**config.mk**
```make
export PLATFORM = sky130hd
export DESIGN_NAME = edge_gen_flat
export DESIGN_NICKNAME = d
export VERILOG_FILES = /design/src/rtl/edge_gen_if.sv /design/src/rtl/edge_gen.sv /design/src/flat_wrapper.sv
export SDC_FILE = /design/constraint.sdc
export NUM_CORES = 1
export LEC_CHECK = 0
export ABC_AREA = 1
export BUFFER_PORTS_ARGS = -buffer_cell sky130_fd_sc_hd__buf_2
export CORE_MARGIN = 2
export CORE_UTILIZATION = 58
export CTS_CLUSTER_DIAMETER = 100
export CTS_CLUSTER_SIZE = 10
export DETAILED_ROUTE_END_ITERATION = 6
export GPL_ROUTABILITY_DRIVEN = 0
export PLACE_DENSITY = 0.81
export SLEW_MARGIN = 0
export SYNTH_ARGS = -nofsm -noshare
export SYNTH_HDL_FRONTEND = slang
export SYNTH_SLANG_ARGS = --single-unit
```
**constraint.sdc**
```tcl
create_clock -name clk -period 1.5 [get_ports clk]
set_input_delay 0.075 -clock clk [delete_from_list [all_inputs] [get_ports clk]]
set_output_delay 0.075 -clock clk [all_outputs]
set_load 0.1 [all_outputs]
```
**src/rtl/edge_gen_if.sv**
```systemverilog
// Request and level bundle between an edge requester and edge_gen.
// Each vector holds one bit per RGB channel.
interface edge_gen_if;
  logic [2:0] rise_req;
  logic [2:0] fall_req;
  logic [2:0] data_out;
  logic [2:0] busy;
  logic [2:0] pend;
  logic [2:0] req_err;

  modport master (
    output rise_req, fall_req,
    input  data_out, busy, pend, req_err
  );

  modport slave (
    input  rise_req, fall_req,
    output data_out, busy, pend, req_err
  );
endinterface

```
**src/rtl/edge_gen.sv**
```systemverilog
// Edge generator for the 3-bit RGB level lines.
// Holds each level for at least MIN_W cycles and stores one deferred edge per channel.
module edge_gen #(
  parameter int CNT_W = 8,
  parameter int MIN_W = 4
) (
  input logic       clk,
  input logic       rst,
  edge_gen_if.slave bus
);

  localparam logic [CNT_W-1:0] HOLD_LOAD = CNT_W'(MIN_W - 1);

  logic [2:0]       level_q, level_d;
  logic [2:0]       pend_valid_q, pend_valid_d;
  logic [2:0]       pend_dir_q, pend_dir_d;
  logic [2:0]       req_err_q, req_err_d;
  logic [2:0]       req_valid;
  logic [2:0]       busy_vec;
  logic [CNT_W-1:0] hold_q [3];
  logic [CNT_W-1:0] hold_d [3];

  // A request counts only when exactly one direction is asserted.
  assign req_valid = bus.rise_req ^ bus.fall_req;

  always_comb begin
    level_d      = level_q;
    pend_valid_d = pend_valid_q;
    pend_dir_d   = pend_dir_q;
    req_err_d    = bus.rise_req & bus.fall_req;
    for (int i = 0; i < 3; i++) begin
      hold_d[i] = hold_q[i];
      if (hold_q[i] != '0) begin
        hold_d[i] = hold_q[i] - CNT_W'(1);
        if (req_valid[i]) begin
          pend_valid_d[i] = (bus.rise_req[i] != level_q[i]);
          pend_dir_d[i]   = bus.rise_req[i];
        end
      end else if (pend_valid_q[i]) begin
        // Apply the stored edge; a same-cycle request is judged against the new level.
        level_d[i] = pend_dir_q[i];
        hold_d[i]  = HOLD_LOAD;
        if (req_valid[i]) begin
          pend_valid_d[i] = (bus.rise_req[i] != pend_dir_q[i]);
          pend_dir_d[i]   = bus.rise_req[i];
        end else begin
          pend_valid_d[i] = 1'b0;
        end
      end else if (req_valid[i] && (bus.rise_req[i] != level_q[i])) begin
        level_d[i] = bus.rise_req[i];
        hold_d[i]  = HOLD_LOAD;
      end
    end
  end

  always_ff @(posedge clk) begin
    if (rst) begin
      level_q      <= '0;
      pend_valid_q <= '0;
      pend_dir_q   <= '0;
      req_err_q    <= '0;
      for (int i = 0; i < 3; i++) hold_q[i] <= '0;
    end else begin
      level_q      <= level_d;
      pend_valid_q <= pend_valid_d;
      pend_dir_q   <= pend_dir_d;
      req_err_q    <= req_err_d;
      for (int i = 0; i < 3; i++) hold_q[i] <= hold_d[i];
    end
  end

  always_comb begin
    busy_vec = '0;
    for (int i = 0; i < 3; i++) busy_vec[i] = (hold_q[i] != '0);
  end

  assign bus.data_out = level_q;
  assign bus.busy     = busy_vec;
  assign bus.pend     = pend_valid_q;
  assign bus.req_err  = req_err_q;

endmodule

```
**src/flat_wrapper.sv**
```systemverilog
// flat-port wrapper written by rule: the top's interface ports become plain ports
module edge_gen_flat 
#(
  parameter int CNT_W = 8,
  parameter int MIN_W = 4
)
  (clk, rst, bus_rise_req, bus_fall_req, bus_data_out, bus_busy, bus_pend, bus_req_err);
  edge_gen_if bus_i ();
  input logic clk;
  input logic rst;
  input wire logic [$bits(bus_i.rise_req)-1:0] bus_rise_req;
  input wire logic [$bits(bus_i.fall_req)-1:0] bus_fall_req;
  output wire logic [$bits(bus_i.data_out)-1:0] bus_data_out;
  output wire logic [$bits(bus_i.busy)-1:0] bus_busy;
  output wire logic [$bits(bus_i.pend)-1:0] bus_pend;
  output wire logic [$bits(bus_i.req_err)-1:0] bus_req_err;
  assign bus_i.rise_req = bus_rise_req;
  assign bus_i.fall_req = bus_fall_req;
  assign bus_data_out = bus_i.data_out;
  assign bus_busy = bus_i.busy;
  assign bus_pend = bus_i.pend;
  assign bus_req_err = bus_i.req_err;
  edge_gen #(.CNT_W(CNT_W), .MIN_W(MIN_W)) u_core (.clk(clk), .rst(rst), .bus(bus_i));
endmodule
```
==> summary.txt <==
Worst setup path
  • Crit path arrival time: 1.41 ns
  • Worst r2r path cells: 10
  • Worst EP required: 1.42 ns
  • Reg2Reg Setup Slack: 0.13 ns
  • CP endpoint kind: primary output
  • Worst setup SP type: flip-flop
  • FF-to-FF Start: u_core.hold_q[0][8]$_SDFFE_PP0P_
  • Crit path from: u_core.hold_q[0][16]$_SDFFE_PP0P_
  • Crit path kind: reg -> out
  • Largest fanout on the critical path: 5
  • Worst R2R End: u_core.hold_q[0][8]$_SDFFE_PP0P_

STA
  • Max frequency: 671 MHz
  • Final period util: 99.3%
  • Setup Skew: 0.00894 ns
  • Slew @ Worst Pin: 0.536 ns
  • # setup viols final: 0
  • Final min period: 1.49 ns
  • Count of final hold-check violations: 0
  • RSZ-0062 raised after global routing: yes
  • Relative slew slack: 64.2%
  • Slew Limit Fails: 0

Floorplan
  • Die area: 3950 um^2
  • I/O pin cnt: 20
  • Chip width: 62.8 um
  • CORE AREA: 3340 um^2
  • Die height: 62.8 um
  • Rows: 21
  • Initial core utilization: 60.2%

Global routing
  • Vias in the first global route: 1605
  • Tot GR Track Use: 21.7%
  • Met2 GRT Util: 35.2%
  • Met3 Usage GRT: 6.31%
  • Initial antenna violation count: 0
  • Global-route wire length before repair: 6820 um
  • GR Overflow Total: 0
  • Met1 usage: 27.7%
  • Busiest grt layer: met2
  • Largest net degree at the start of global routing: 22

Run
  • Max_cap viols: 0

Layout
  • Final net count: 347
  • N_diodes: 0
  • Share of layout cells above drive strength 1: 26.3%
  • Fillers: 278
  • Final cell count without fillers: 380
  • Most frequent cells in the layout: 54 x nand2_1, 53 x nor2_1, 36 x nand3_1
  • Synthesis-to-finish area growth: 19.8%
  • Commonest non-fill, non-tap cell in the layout: nand2_1

Place
  • HPWL after DPL: 2730 um
  • Placed cells: 360
  • Port bufs: 19

Synthesis
  • Synth warnings: 0
  • Seq/Total Area, Yosys: 35.9%
  • Post-Syn Area per Cell: 6.76 um^2
  • Syn_nets: 311
  • Netlist Area Pre-Place: 2010 um^2
  • Post-synthesis cell type count: 21
  • Mapped Cells: 297
  • Register bit total from synthesis: 36

Drt
  • Drt drc: 0
  • Post-route antenna net violation count: 0
  • Starting DRT DRC Count: 133
  • Drt via density: 5.03
  • Routed via count: 1913
  • Wirelength, routed: 4230 um
  • DR pass1 iterations: 4
  • WL/cell: 11.1 um

Worst hold path
  • Hold EP: u_core.bus.req_err[0]$_SDFF_PP0_
  • Min-delay worst type: in -> reg
  • Worst Hold Depth: 4
  • Hold_sp: bus_fall_req[0]

CTS
  • Htree depth: 2
  • Clk_lat worst skew: 0.35 ns
  • Root Driver: clkbuf_4
  • CTS Buf Count: 5
  • CTS tree: done
  • Post-CTS Hold Fix Bufs: 0
  • Sinks on the clock net: 36
  • Maximum buffer depth of the clock tree: 2
  • Clock-pin slew on the worst setup and hold paths: 0.12 ns

Run status
  • Outcome: finished clean
Yosys cell counts:
library cell | n | share of area [%]
a21oi_1 | 11 | 2.7
nor2_2 | 5 | 1.6
xnor2_1 | 3 | 1.3
a211oi_1 | 1 | 0.37
o21ai_0 | 10 | 2.5
buf_2 | 1 | 0.25
inv_1 | 36 | 6.7
clkbuf_1 | 2 | 0.37
nand2_2 | 5 | 1.6
nand2_4 | 3 | 1.7
nand4_1 | 3 | 0.93
dfxtp_1 | 36 | 36
nor2_1 | 53 | 9.9
nand2_1 | 54 | 10
nor3_1 | 9 | 2.2
nor2_4 | 11 | 6.2
ha_1 | 6 | 3.7
inv_2 | 6 | 1.1
o21ai_1 | 4 | 1.0
xor2_1 | 2 | 0.87
nand3_1 | 36 | 9.0
area by class of cell:
cell class,count,area [um^2],share of cell area (%)
multi-input combinational,216,1160,48.2
clock buffer,6,51.3,2.13
clock inverter,2,10.0,0.416
timing repair buffer,32,238,9.88
sequential,36,732,30.4
inverter,42,158,6.55
tap,46,57.6,2.39
registers in the layout, indices dropped and copies added (netlist names):
register,count
u_core.pend_dir_q,3
u_core.hold_q,24
u_core.bus.req_err,3
u_core.bus.pend,3
u_core.bus.data_out,3
critical path, cell delays in order (launching register included):
cell     delay [ns]
dfxtp_2        0.35
inv_2          0.08
ha_4           0.16
nand2_4        0.05
nor2_4         0.15
nand2_4        0.09
buf_12         0.17
worst max path at each step:
stage / endpoint / slack (ns) / depth (start not counted)
after global routing: bus_busy[2] / -0.08 / 6
after global placement: u_core.hold_q[0][16]$_SDFFE_PP0P_ / 0.20 / 9
after floorplan: u_core.hold_q[0][16]$_SDFFE_PP0P_ / 0.05 / 9
final: bus_busy[2] / 0.01 / 6
after detailed placement: u_core.hold_q[0][16]$_SDFFE_PP0P_ / 0.16 / 9
after CTS: bus_busy[2] / -0.006 / 6
stage by stage:
| step | setup WS, ns | hold slack (ns) | util (%) | cell area [um^2] | setup TNS (ns) |
|---|---|---|---|---|---|
| floorplan | 0.0526 | 0.220 | - | 2020 | 0 |
| global placement | 0.202 | 0.414 | 66.2 | 2210 | 0 |
| detailed placement | 0.158 | 0.427 | 66.2 | 2210 | 0 |
| CTS | -0.00608 | 0.0649 | 69.1 | 2310 | -0.00608 |
| global route | -0.0787 | 0.0829 | 72.1 | 2410 | -0.0787 |
| finish | 0.0101 | 0.0655 | 72.1 | 2410 | 0 |
kinds of logic (layout without fill, tap and decap cells):
| group | Yosys count | in the layout | share of synthesized area (%) |
|---|---|---|---|
| buffers and inverters | 45 | 82 | 8.47 |
| xor gates and xnor gates | 5 | 5 | 2.18 |
| and+or+nand+nor | 179 | 179 | 43.1 |
| DFF | 36 | 36 | 35.9 |
| AOI/OAI and AO/OA | 26 | 26 | 6.60 |
| adders and majority gates | 6 | 6 | 3.74 |
what timing repair did:
item                                    4_1_cts  5_1_grt
setup buffers                                 1       11
pin swaps                                     0        9
endpoints found under the setup margin        3        3
gates resized for setup                      10        6
routing by layer:
layer / share of wire, % / routed length (um)
met3: 3.9 / 164
met5: 0 / 0
met4: 1.5 / 65
met2: 48 / 2020
met1: 47 / 1980
Power is left out: the tool's default activity adds up to more than one toggle a clock period on the data nets, which glitch-free logic cannot reach.
